**config.mk**
```make
export PLATFORM = sky130hd
export DESIGN_NAME = bp_me_cce_msg_to_wormhole
export DESIGN_NICKNAME = d
export VERILOG_FILES = /design/src/rtl/bp_me_wormhole_pkg.sv /design/src/rtl/bp_me_cce_id_to_cord.sv /design/src/rtl/bp_me_cce_msg_to_wormhole.sv
export SDC_FILE = /design/constraint.sdc
export NUM_CORES = 1
export LEC_CHECK = 0
export CORE_MARGIN = 1
export CORE_UTILIZATION = 30
export DETAILED_ROUTE_END_ITERATION = 10
export GPL_ROUTABILITY_DRIVEN = 0
export PLACE_DENSITY = 0.61
export SLEW_MARGIN = 20
export SYNTH_ARGS = -nofsm -noshare
export SYNTH_HDL_FRONTEND = slang
export SYNTH_SLANG_ARGS = --single-unit
```
**constraint.sdc**
```tcl
create_clock -name clk_i -period 18.1 [get_ports clk_i]
set_clock_uncertainty 0.2 [all_clocks]
set_input_delay 4.525 -clock clk_i [delete_from_list [all_inputs] [get_ports clk_i]]
set_output_delay 4.525 -clock clk_i [all_outputs]
set_load 0.02 [all_outputs]
```
**src/rtl/bp_me_wormhole_pkg.sv**
```systemverilog
// Shared types, processor-config constants and the wormhole header macro for
// the coherence-message-to-wormhole serializer.
package bp_me_wormhole_pkg;

  typedef enum logic [1:0] {e_bp_default_cfg} bp_params_e;

  localparam int cce_id_width_p         = 3;
  localparam int coh_noc_x_cord_width_p = 4;
  localparam int coh_noc_y_cord_width_p = 4;
  localparam int coh_noc_cord_width_p   = coh_noc_x_cord_width_p + coh_noc_y_cord_width_p;
  localparam int coh_noc_cid_width_p    = 2;
  localparam int coh_noc_len_width_p    = 4;

  // Tile geometry: core complex starts at (sac_x_dim_p, ic_y_dim_p); the
  // memory-complex CCEs sit in the row just below it.
  localparam int num_core_p  = 4;
  localparam int cc_x_dim_p  = 2;
  localparam int cc_y_dim_p  = 2;
  localparam int sac_x_dim_p = 1;
  localparam int ic_y_dim_p  = 1;

  typedef enum logic [1:0] {e_ready, e_hdr, e_data} wh_state_e;

  function automatic int flit_count(input int bits, input int flit_width);
    return (bits + flit_width - 1) / flit_width;
  endfunction

endpackage

// Packed so that cord lands in the LSBs, followed by len, cid and msg_hdr.
`define DECLARE_BP_ME_WORMHOLE_HEADER_S(cord_w, len_w, cid_w, hdr_w) \
  typedef struct packed {                                          \
    logic [hdr_w-1:0]  msg_hdr;                                    \
    logic [cid_w-1:0]  cid;                                        \
    logic [len_w-1:0]  len;                                        \
    logic [cord_w-1:0] cord;                                       \
  } bp_me_wormhole_header_s

```
**src/rtl/bp_me_cce_id_to_cord.sv**
```systemverilog
// Maps a CCE ID to its NoC coordinate and cid; core-complex IDs fill the
// CC grid row-major, memory-complex IDs occupy the row below it.
module bp_me_cce_id_to_cord
  import bp_me_wormhole_pkg::*;
  (
    input  logic [cce_id_width_p-1:0]       cce_id_i,
    output logic [coh_noc_cord_width_p-1:0] cord_o,
    output logic [coh_noc_cid_width_p-1:0]  cid_o
  );

  logic [coh_noc_x_cord_width_p-1:0] x_cord;
  logic [coh_noc_y_cord_width_p-1:0] y_cord;

  always_comb begin
    x_cord = '0;
    y_cord = '0;
    if (int'(cce_id_i) < num_core_p) begin
      x_cord = coh_noc_x_cord_width_p'(sac_x_dim_p + int'(cce_id_i) % cc_x_dim_p);
      y_cord = coh_noc_y_cord_width_p'(ic_y_dim_p + int'(cce_id_i) / cc_x_dim_p);
    end else begin
      x_cord = coh_noc_x_cord_width_p'(sac_x_dim_p + int'(cce_id_i) - num_core_p);
      y_cord = coh_noc_y_cord_width_p'(ic_y_dim_p + cc_y_dim_p);
    end
  end

  assign cord_o = {y_cord, x_cord};
  assign cid_o  = '0;

endmodule

```
**src/rtl/bp_me_cce_msg_to_wormhole.sv**
```systemverilog
// Serializes one coherence message (wormhole header + up to a line of data)
// into flits on the coherence NoC link.
module bp_me_cce_msg_to_wormhole
  import bp_me_wormhole_pkg::*;
  #(parameter bp_params_e bp_params_p = e_bp_default_cfg
   , parameter int flit_width_p     = 64
   , parameter int msg_hdr_width_p  = 96
   , parameter int msg_data_width_p = 512
   , localparam int hdr_bits_lp = coh_noc_cord_width_p + coh_noc_len_width_p
                                + coh_noc_cid_width_p + msg_hdr_width_p
   , localparam int hdr_flits_lp        = flit_count(hdr_bits_lp, flit_width_p)
   , localparam int max_data_flits_lp   = flit_count(msg_data_width_p, flit_width_p)
   , localparam int data_flits_width_lp = $clog2(max_data_flits_lp + 1)
   )
  (
    input  logic                           clk_i,
    input  logic                           reset_i,
    // Both sides are valid-ready-and: a transfer happens on a rising edge
    // where valid and ready are both 1; valid never waits on ready.
    input  logic                           msg_v_i,
    output logic                           msg_ready_and_o,
    input  logic [cce_id_width_p-1:0]      msg_dst_id_i,
    input  logic [msg_hdr_width_p-1:0]     msg_hdr_i,
    input  logic [msg_data_width_p-1:0]    msg_data_i,
    input  logic [data_flits_width_lp-1:0] msg_data_flits_i,
    output logic                           link_v_o,
    output logic [flit_width_p-1:0]        link_data_o,
    input  logic                           link_ready_and_i
  );

  localparam int hdr_idx_w_lp  = (hdr_flits_lp > 1) ? $clog2(hdr_flits_lp) : 1;
  localparam int data_idx_w_lp = (max_data_flits_lp > 1) ? $clog2(max_data_flits_lp) : 1;
  localparam int cnt_w_lp      = data_flits_width_lp;

  if (hdr_flits_lp + max_data_flits_lp - 1 >= (1 << coh_noc_len_width_p)) begin : g_len_chk
    $error("wormhole len field too narrow for the largest packet");
  end
  if (hdr_idx_w_lp > cnt_w_lp || hdr_flits_lp > (1 << cnt_w_lp)) begin : g_cnt_chk
    $error("flit counter too narrow for the header flits");
  end
  if (bp_params_p != e_bp_default_cfg) begin : g_cfg_chk
    $error("unsupported processor configuration");
  end

  `DECLARE_BP_ME_WORMHOLE_HEADER_S(coh_noc_cord_width_p, coh_noc_len_width_p,
                                   coh_noc_cid_width_p, msg_hdr_width_p);

  wh_state_e                      state_r, state_n;
  logic [cnt_w_lp-1:0]            cnt_r, cnt_n;
  logic [cce_id_width_p-1:0]      dst_id_r;
  logic [msg_hdr_width_p-1:0]     msg_hdr_r;
  logic [msg_data_width_p-1:0]    msg_data_r;
  logic [data_flits_width_lp-1:0] data_flits_r, data_flits_sat;
  logic                           accept, last_hdr, last_data;

  logic [coh_noc_cord_width_p-1:0]             dst_cord;
  logic [coh_noc_cid_width_p-1:0]              dst_cid;
  bp_me_wormhole_header_s                      hdr_s;
  logic [hdr_flits_lp-1:0][flit_width_p-1:0]      hdr_flits;
  logic [max_data_flits_lp-1:0][flit_width_p-1:0] data_words;

  bp_me_cce_id_to_cord u_id_to_cord (
    .cce_id_i (dst_id_r),
    .cord_o   (dst_cord),
    .cid_o    (dst_cid)
  );

  assign data_flits_sat = (msg_data_flits_i > data_flits_width_lp'(max_data_flits_lp))
                        ? data_flits_width_lp'(max_data_flits_lp) : msg_data_flits_i;

  assign hdr_s.cord    = dst_cord;
  assign hdr_s.len     = coh_noc_len_width_p'(hdr_flits_lp + int'(data_flits_r) - 1);
  assign hdr_s.cid     = dst_cid;
  assign hdr_s.msg_hdr = msg_hdr_r;

  assign hdr_flits  = (hdr_flits_lp * flit_width_p)'(hdr_s);
  assign data_words = (max_data_flits_lp * flit_width_p)'(msg_data_r);

  assign msg_ready_and_o = (state_r == e_ready);
  assign accept          = msg_v_i & msg_ready_and_o;
  assign last_hdr        = (cnt_r == cnt_w_lp'(hdr_flits_lp - 1));
  assign last_data       = (cnt_r == data_flits_r - data_flits_width_lp'(1));

  // Outputs depend only on registered state, never on link_ready_and_i.
  assign link_v_o    = (state_r != e_ready);
  assign link_data_o = (state_r == e_data) ? data_words[cnt_r[data_idx_w_lp-1:0]]
                                           : hdr_flits[cnt_r[hdr_idx_w_lp-1:0]];

  always_comb begin
    state_n = state_r;
    cnt_n   = cnt_r;
    unique case (state_r)
      e_ready: if (accept) begin
        state_n = e_hdr;
        cnt_n   = '0;
      end
      e_hdr: if (link_ready_and_i) begin
        if (last_hdr) begin
          state_n = (data_flits_r == '0) ? e_ready : e_data;
          cnt_n   = '0;
        end else begin
          cnt_n = cnt_r + cnt_w_lp'(1);
        end
      end
      e_data: if (link_ready_and_i) begin
        if (last_data) begin
          state_n = e_ready;
          cnt_n   = '0;
        end else begin
          cnt_n = cnt_r + cnt_w_lp'(1);
        end
      end
      default: begin
        state_n = e_ready;
        cnt_n   = '0;
      end
    endcase
  end

  always_ff @(posedge clk_i) begin
    if (reset_i) begin
      state_r <= e_ready;
      cnt_r   <= '0;
    end else begin
      state_r <= state_n;
      cnt_r   <= cnt_n;
    end
  end

  always_ff @(posedge clk_i) begin
    if (accept) begin
      dst_id_r     <= msg_dst_id_i;
      msg_hdr_r    <= msg_hdr_i;
      msg_data_r   <= msg_data_i;
      data_flits_r <= data_flits_sat;
    end
    if (!reset_i && accept)
      assert (msg_data_flits_i <= data_flits_width_lp'(max_data_flits_lp))
        else $warning("msg_data_flits_i above maximum, saturated");
  end

endmodule

```
==> results of run 1 <==
[placed cells by master, fill, tap and decap left out, types with 6 or more instances in the layout]
cell               n
clkdlybuf4s50_1  684
edfxtp_1         615
mux4_2           128
clkbuf_16         71
mux2i_1           64
a21oi_1           46
a211oi_1          40
nor2b_1           38
nand2_1           32
o21ai_1           24
clkinv_1          20
nor2_1            14
clkbuf_1          12
diode_2           11
clkinv_2          10
buf_4             10
ha_1               8
inv_1              7
bufinv_16          6
[worst reg2reg max path, cell delays in order (launching register included)]
cell	delay, ns
dfxtp_1	0.32
inv_1	0.13
ha_1	0.40
and2_4	0.55
buf_4	0.90
buf_4	0.97
buf_12	0.68
[power breakdown]
| part | internal [W] | leakage (nW) | switching [W] |
|---|---|---|---|
| clock network | 0.000806 | 1.07 | 0.000569 |
| registers | 0.00199 | 5.95 | 0.0000886 |
| logic | 0.000404 | 4.04 | 0.000497 |
[metal layers]
metal	vias up	wire length, um
li1	6064	-
met1	6678	24200
met2	527	34000
met3	114	5870
met4	16	1850
met5	-	92
[cell families after synthesis]
| kind of cell | after synthesis | synth area share |
|---|---|---|
| multiplexers | 192 | 0.148 |
| flip-flops | 621 | 0.780 |
| buffers and inverters | 70 | 0.0127 |
| XOR/XNOR | 6 | 0.00278 |
| AND/OR/NAND/NOR | 100 | 0.0215 |
| AO/OA/AOI/OAI | 119 | 0.0304 |
| adder cells (fa/ha/maj) | 9 | 0.00473 |
[cell type report]
| class | instances | area [um^2] | share of cell area |
|---|---|---|---|
| clock buffers | 83 | 1820 | 0.0534 |
| multi-input cells | 426 | 4960 | 0.145 |
| clock inverters | 43 | 379 | 0.0111 |
| well taps | 1040 | 1300 | 0.0381 |
| inverters | 9 | 33.8 | 0.000990 |
| repair buffers | 698 | 7000 | 0.205 |
| diodes | 11 | 27.5 | 0.000807 |
| flip-flops and latches | 621 | 18600 | 0.545 |
[stage by stage]
stage | power (W) | std cells | cell area [um^2]
3_5_place_dp | 0.00303 | 2793 | 31900
6_report | 0.00436 | 2931 | 34100
4_1_cts | 0.00442 | 2919 | 34100
3_3_place_gp | 0.00300 | 2793 | 31900
5_1_grt | 0.00454 | 2928 | 34100
2_1_floorplan | 0.00269 | 1117 | 23800
[how the worst max path moves through the flow]
stage / from / to / slack (ns) / depth (start not counted)
after CTS: cnt_r[0]$_SDFFE_PP0P_ / link_data_o[23] / 8.31 / 6
after global routing: cnt_r[0]$_SDFFE_PP0P_ / link_data_o[23] / 8.10 / 6
after global placement: cnt_r[0]$_SDFFE_PP0P_ / link_data_o[23] / 9.03 / 6
after floorplan: msg_v_i / data_flits_r[0]$_SDFFCE_PN0P_ / 5.39 / 1
after detailed placement: cnt_r[0]$_SDFFE_PP0P_ / link_data_o[23] / 9.01 / 6
final: cnt_r[0]$_SDFFE_PP0P_ / link_data_o[23] / 8.51 / 6
[state kept, by name, summed over array words and instances (netlist names)]
register      count
cnt_r             4
data_flits_r      4
data_words      512
dst_id_r          3
msg_hdr_r        96
state_r           2
==> impl_metrics.yaml, run 1 <==
synth:
  synthArstFlopShare: 0
  synth_cell_types: 34
  synth_top_area_cell: "edfxtp_1"
  synth_edf_count: 615
  synth_nets: 1745
  yosys_warnings: 0
  syn_area_um2: 23800
  synth_ff_type: "edfxtp_1"
  syn-instance-count: 1117
  ys_top_cells_by_count: "615 x edfxtp_1, 128 x mux4_2, 64 x mux2i_1"
  synth_seq_area_share: 0.780
  synth_area_leaders: "edfxtp_1 78%, mux4_2 12%, mux2i_1 2.7%"
  synth.most_common_cell: "edfxtp_1"
  synth-seq-cells: 621
  netlist.area_leader.share: 0.775
  syn_avg_cell_area_um2: 21.3
sta:
  fmax_mhz: 104
  holdWs_ns: 0.326
  rsz0062_at_grt: "false"
  setup-tns-final_ns: 0
  fin_crit_sh: 0.530
  finalHoldViolations: 0
  drv_slew: 0
  tightest_slew_ns: 1.08
  max_slew_margin: 0.277
  fin_ws_ns: 8.51
  setup_violations: 0
  fin_crit_ns: 9.59
drt:
  dr.pass1.iters: 5
  final_antenna_net_count: 0
  routed_via_density: 4.57
  vias: 13400
  route.detailed.drc: 0
  drt-total-wl_um: 66000
  routedWlPerCell_um: 22.5
  drtIter0Drc: 735
die:
  fp.dieArea_um2: 80600
  initial_core_util: 0.306
  ios: 685
  die_height_um: 284
  row_count: 102
  coreArea_um2: 78000
  die_x_um: 284
hold_path:
  min_path_cells: 2
  hp-class: "flop to flop"
  hold_end: "state_r[0]$_SDFFE_PP0P_"
  hold_start: "state_r[0]$_SDFFE_PP0P_"
grt:
  met1_usage: 0.181
  antenna_found_initial: 18
  grt_pass1_vias: 14500
  top_usage_layer: "met2"
  gr-total-overflow: 0
  grtUsageMet3: 0.0561
  use_met2: 0.281
  grt_usage: 0.161
  grt_first_pass_wirelength_um: 95000
  grt_max_degree: 178
setup_path:
  worstPathCellList: "buf_4, buf_4, mux4_2, mux2i_1, a21oi_1, clkdlybuf4s50_1"
  critPathMaxFanout: 61
  cp.arrival_ns: 4.86
  r2r_end: "data_words[38]$_DFFE_PP_"
  cp_num_buf_inv: 3
  path_common_cell: "buf_4"
  critPathTopFamily: "buffers and inverters"
  max_stage_delay_ns: 0.95
  r2r_cells: 6
  end_kind: "primary output"
  critPathKind: "flop to primary output"
  crit_path_top_delay_cell: "dfxtp_4"
  reg2reg_from: "state_r[0]$_SDFFE_PP0P_"
  critPathRequiredTime_ns: 13.38
  setup.worst_path.start_class: "flop"
  reg2reg_setup_slack_ns: 13.37
cts:
  cts-resized-gates: 0
  htree_levels: 3
  cts_buffers: 71
  cts-root-buf: "clkbuf_16"
  cts.sinks: 621
  ctsHoldBuffers: 0
  post_cts_buffers: 0
  clockBufferDepth: 3
  cts_tree: "done"
  insertion_delay_ns: 0.59
  path_clk_slew_ns: 0.06
run_status:
  outcome: "complete, no violations"
flow_run:
  max-cap-violations: 0
placed_design:
  dpl.hpwl_um: 47200
  numPortBuffers: 684
  dp_slack_ns: 9.01
finish:
  layout-drive-gt1-share: 0.131
  fin_nets: 2455
  area_growth_pct: 43.2
  utilization: 0.438
  nFillCells: 6771
pwr:
  ir_drop_uv: 91.3
  p_leak_nw: 11.1
  pwr_density_cell_nw_per_um2: 128
Power figures use the tool's default switching activity.
==> run 2: changes to the inputs <==
PLACE_DENSITY = 0.59   (was 0.61)
clock period = 9.8 ns   (was 18.1 ns; I/O delays follow)
==> impl_metrics.yaml, run 2 (synthesis gave the netlist of run 1 again) <==
run_status:
  outcome: "complete, no violations"
cts:
  ctsHoldBuffers: 0
  htree_levels: 3
  cts_tree: "done"
  clockBufferDepth: 3
  cts-root-buf: "clkbuf_16"
  path_clk_slew_ns: 0.05
  insertion_delay_ns: 0.59
  cts_buffers: 70
  post_cts_buffers: 0
  cts.sinks: 621
  cts-resized-gates: 0
setup_path:
  end_kind: "primary output"
  worstPathCellList: "buf_12, mux4_2, mux2i_1, a21oi_1, clkdlybuf4s50_1"
  setup.worst_path.start_class: "flop"
  critPathRequiredTime_ns: 7.15
  crit_path_top_delay_cell: "dfxtp_4"
  critPathKind: "flop to primary output"
  cp.arrival_ns: 3.91
  critPathMaxFanout: 131
  max_stage_delay_ns: 0.77
sta:
  setup_violations: 0
  fin_crit_ns: 6.56
  tightest_slew_ns: 1.11
  max_slew_margin: 0.261
  fmax_mhz: 152
  fin_crit_sh: 0.670
  drv_slew: 0
  finalHoldViolations: 0
  setup-tns-final_ns: 0
  rsz0062_at_grt: "false"
placed_design:
  placed_cell_area_um2: 31900
  dpl.hpwl_um: 47700
  numPortBuffers: 684
flow_run:
  max-cap-violations: 0
finish:
  area_growth_pct: 43.5
  regArea_um2: 18600
  layout-drive-gt1-share: 0.135
  final_area_um2: 34200
  fin_nets: 2454
  multi_input_area_um2: 4960
  nFillCells: 6799
  final_common_cell: "clkdlybuf4s50_1"
  final_cell_mix: "684 x clkdlybuf4s50_1, 615 x edfxtp_1, 128 x mux4_2, 71 x clkbuf_16, 64 x mux2i_1"
  largest_register_ffs: 512
drt:
  drt-total-wl_um: 67400
  drtIter0Drc: 855
  met2_length_um: 34100
  top_layer: "met5"
  routed_via_density: 4.61
  vias: 13500
  route.detailed.drc: 0
  wl_met3_um: 6440
  final_antenna_net_count: 0
  routedWlPerCell_um: 23.0
  m1WireLength_um: 24700
  dr.pass1.iters: 5
die:
  initial_core_util: 0.306
  ios: 685
  die_x_um: 284
  fp.dieArea_um2: 80600
  row_count: 102
  die_height_um: 284
  coreArea_um2: 78000
pwr:
  pwr_density_cell_nw_per_um2: 237
  ir_drop_uv: 174
  p_leak_nw: 11.1
grt:
  antenna_found_initial: 23
  grt_first_pass_wirelength_um: 97600
  grt_usage: 0.166
  grt_max_degree: 185
  grt_pass1_vias: 14700
  gr-total-overflow: 0
hold_path:
  hp-class: "flop to flop"
[run 2: cell types whose count changed in the layout (fill, tap and decap cells not counted), moves of 2 or more]
cell,previous run,this run
buf_4,10,8
clkbuf_1,12,10
clkinv_1,20,13
buf_12,2,4
inv_6,2,4
[run 2: routing by layer]
layer  vias up  global-route usage
li1       6061                   -
met1      6676               0.193
met2       603               0.283
met3       129              0.0572
met4        24              0.0619
met5         -                   0
[run 2: report_power, final]
group,internal [W],switching (W),total [W]
Sequential,0.00367,0.000161,0.00383
Clock,0.00152,0.00106,0.00258
Combinational,0.000758,0.000930,0.00169
Total,0.00595,0.00216,0.00810
[run 2: through the flow]
stage / cells / util / power, W / setup WS [ns] / hold WS, ns
floorplan: 1117 / - / 0.00485 / 2.45 / 0.255
detailed placement: 2793 / 0.409 / 0.00561 / 3.72 / 0.293
CTS: 2916 / 0.438 / 0.00822 / 3.07 / 0.303
global placement: 2793 / 0.409 / 0.00556 / 3.73 / 0.277
finish: 2928 / 0.438 / 0.00810 / 3.24 / 0.298
global route: 2922 / 0.438 / 0.00846 / 2.94 / 0.361
[run 2: cell type report]
class | instances | share of cell area
Sequential cell | 621 | 0.544
Clock inverter | 42 | 0.0123
Timing Repair Buffer | 698 | 0.206
Multi-Input combinational cell | 426 | 0.145
Clock buffer | 81 | 0.0531
Inverter | 9 | 0.000988
Antenna cell | 11 | 0.000805
Tap cell | 1040 | 0.0381
[run 2: path summary, 6_finish.rpt]
| check | start | endpoint | slack, ns | cells past startpoint |
|---|---|---|---|---|
| setup reg to reg | cnt_r[0]$_SDFFE_PP0P_ | state_r[1]$_SDFFE_PP0P_ | 5.95 | 6 |
| hold / removal | state_r[0]$_SDFFE_PP0P_ | state_r[0]$_SDFFE_PP0P_ | 0.30 | 2 |
| hold reg to reg | state_r[0]$_SDFFE_PP0P_ | state_r[0]$_SDFFE_PP0P_ | 0.30 | 2 |
| setup / recovery | cnt_r[0]$_SDFFE_PP0P_ | link_data_o[0] | 3.24 | 5 |
[run 2: critical path: cells and delay by family (launching register included)]
family                 cells  cell delay, ns
buffers and inverters      2            1.18
muxes                      2            0.91
DFF                        1            0.77
AOI/OAI and AO/OA          1            0.16
==> run 3: changes to the inputs <==
clock period = 6.3 ns   (was 9.8 ns; I/O delays follow)
==> impl_metrics.yaml, run 3 (synthesis gave the netlist of run 1 again) <==
run_status:
  outcome: "complete, no violations"
setup_path:
  reg2reg_setup_slack_ns: 3.39
  critPathMaxFanout: 75
  cp.arrival_ns: 3.37
  crit_path_top_delay_cell: "dfxtp_4"
  max_stage_delay_ns: 0.78
  cp_num_buf_inv: 2
  cp_num_cells: 5
  critPathTopFamily: "buffers and inverters"
  critPathRequiredTime_ns: 4.53
  end_kind: "primary output"
  worstPathCellList: "buf_12, mux4_2, mux2i_1, a21oi_1, clkdlybuf4s50_1"
  crit_start: "cnt_r[0]$_SDFFE_PP0P_"
  setup.worst_path.start_class: "flop"
  r2r_cells: 8
  worstSetupEndpoint: "link_data_o[22]"
  r2r_end: "cnt_r[2]$_SDFFE_PP0P_"
  reg2reg_from: "state_r[0]$_SDFFE_PP0P_"
  critPathKind: "flop to primary output"
pwr:
  ir_drop_uv: 268
  switching_power_w: 0.00339
  pwr_density_cell_nw_per_um2: 370
  pwr-share-comb: 0.209
  p_leak_nw: 11.2
  swShare: 0.266
  p_clk_frac: 0.325
  p_int_w: 0.00938
  pwr-share-seq: 0.466
grt:
  grt_usage: 0.168
  grt_pass1_vias: 14800
  grt_max_degree: 94
  gr-total-overflow: 0
  antenna_found_initial: 39
  grt_first_pass_wirelength_um: 98600
cts:
  path_clk_slew_ns: 0.05
  cts_buffers: 71
  ctsHoldBuffers: 0
  cts-resized-gates: 0
  cts_tree: "done"
  clockBufferDepth: 3
  post_cts_buffers: 0
  insertion_delay_ns: 0.61
  htree_levels: 3
  cts-root-buf: "clkbuf_16"
  cts.sinks: 621
drt:
  route.detailed.drc: 0
  wl_met3_um: 6290
  top_layer: "met5"
  final_antenna_net_count: 0
  vias: 13600
  drt-total-wl_um: 68500
  routed_via_density: 4.59
  met2_length_um: 35200
  routedWlPerCell_um: 23.2
  m1WireLength_um: 24800
  drtIter0Drc: 777
  dr.pass1.iters: 5
finish:
  area_growth_pct: 44.8
  nFillCells: 6726
  layout-drive-gt1-share: 0.140
  final_common_cell: "clkdlybuf4s50_1"
  final_cell_mix: "684 x clkdlybuf4s50_1, 615 x edfxtp_1, 128 x mux4_2, 71 x clkbuf_16, 64 x mux2i_1"
  utilization: 0.442
  fin_nets: 2470
  largest_register_ffs: 512
sta:
  fin_ws_ns: 1.16
  fin_crit_ns: 5.14
  max_slew_margin: 0.346
  drv_slew: 0
  finalHoldViolations: 0
  rsz0062_at_grt: "false"
  setup_violations: 0
  fmax_mhz: 194
  tightest_slew_ns: 0.980
  fin_crit_sh: 0.817
hold_path:
  hp-class: "flop to flop"
placed_design:
  dpl.hpwl_um: 49900
  numPortBuffers: 684
  dp_slack_ns: 1.65
die:
  coreArea_um2: 78000
  fp.dieArea_um2: 80600
  row_count: 102
  die_height_um: 284
  initial_core_util: 0.306
  ios: 685
  die_x_um: 284
flow_run:
  max-cap-violations: 0
run 3: changes by cell type in the layout (fill, tap and decap cells not counted), sizes merged:
cell      delta
clkinvlp     -2
bufinv       +2
inv          -1
diode       +12
buf         +15
clkinv       -2
clkbuf       +7
run 3: area by class of cell:
cell class	instances	area [um^2]	area share
sequential	621	18600	0.539
timing repair buffer	713	7190	0.208
multi-input combinational	426	4960	0.144
clock buffer	88	1840	0.0534
tap	1040	1300	0.0377
clock inverter	39	519	0.0151
antenna	23	57.6	0.00167
inverter	9	33.8	0.000979
run 3: worst min-delay path by stage:
stage	start	end	slack [ns]	cells past startpoint
2_1_floorplan	state_r[1]$_SDFFE_PP0P_	state_r[1]$_SDFFE_PP0P_	0.25	2
3_3_place_gp	state_r[0]$_SDFFE_PP0P_	state_r[0]$_SDFFE_PP0P_	0.28	2
3_5_place_dp	state_r[0]$_SDFFE_PP0P_	state_r[0]$_SDFFE_PP0P_	0.30	2
4_1_cts	state_r[0]$_SDFFE_PP0P_	state_r[0]$_SDFFE_PP0P_	0.30	2
5_1_grt	state_r[0]$_SDFFE_PP0P_	state_r[0]$_SDFFE_PP0P_	0.35	2
6_report	state_r[0]$_SDFFE_PP0P_	state_r[0]$_SDFFE_PP0P_	0.30	2
run 3: power groups by stage:
stage / sequential, W / combinational [W] / clock (W)
final: 0.00595 / 0.00267 / 0.00415
after CTS: 0.00597 / 0.00273 / 0.00426
after global placement: 0.00601 / 0.00268 / 0
after detailed placement: 0.00605 / 0.00271 / 0
after floorplan: 0.00611 / 0.00144 / 0
after global routing: 0.00604 / 0.00287 / 0.00441
run 3: metrics by stage:
step	cells	TNS, ns	hold slack (ns)	total power (W)	instance area, um^2
2_1_floorplan	1117	-106.17	0.255	0.00755	23800
3_3_place_gp	2809	0	0.275	0.00869	32100
3_5_place_dp	2809	0	0.296	0.00877	32100
4_1_cts	2936	0	0.301	0.0130	34400
5_1_grt	2952	0	0.348	0.0133	34500
6_report	2959	0	0.297	0.0128	34500
run 3: layer usage:
metal	global-route usage	up-vias
li1	-	6103
met1	0.186	6756
met2	0.290	555
met3	0.0621	127
met4	0.0673	30
met5	0	-
run 3: worst reg2reg max path, stage by stage, from the launching register on:
cell and delay, ns:
dfxtp_1 0.32, inv_1 0.12, ha_4 0.50, buf_4 0.51, nor2_1 0.14, o22ai_1 0.66, nor3b_1 0.12, o21ai_1 0.16
a21oi_1 0.07
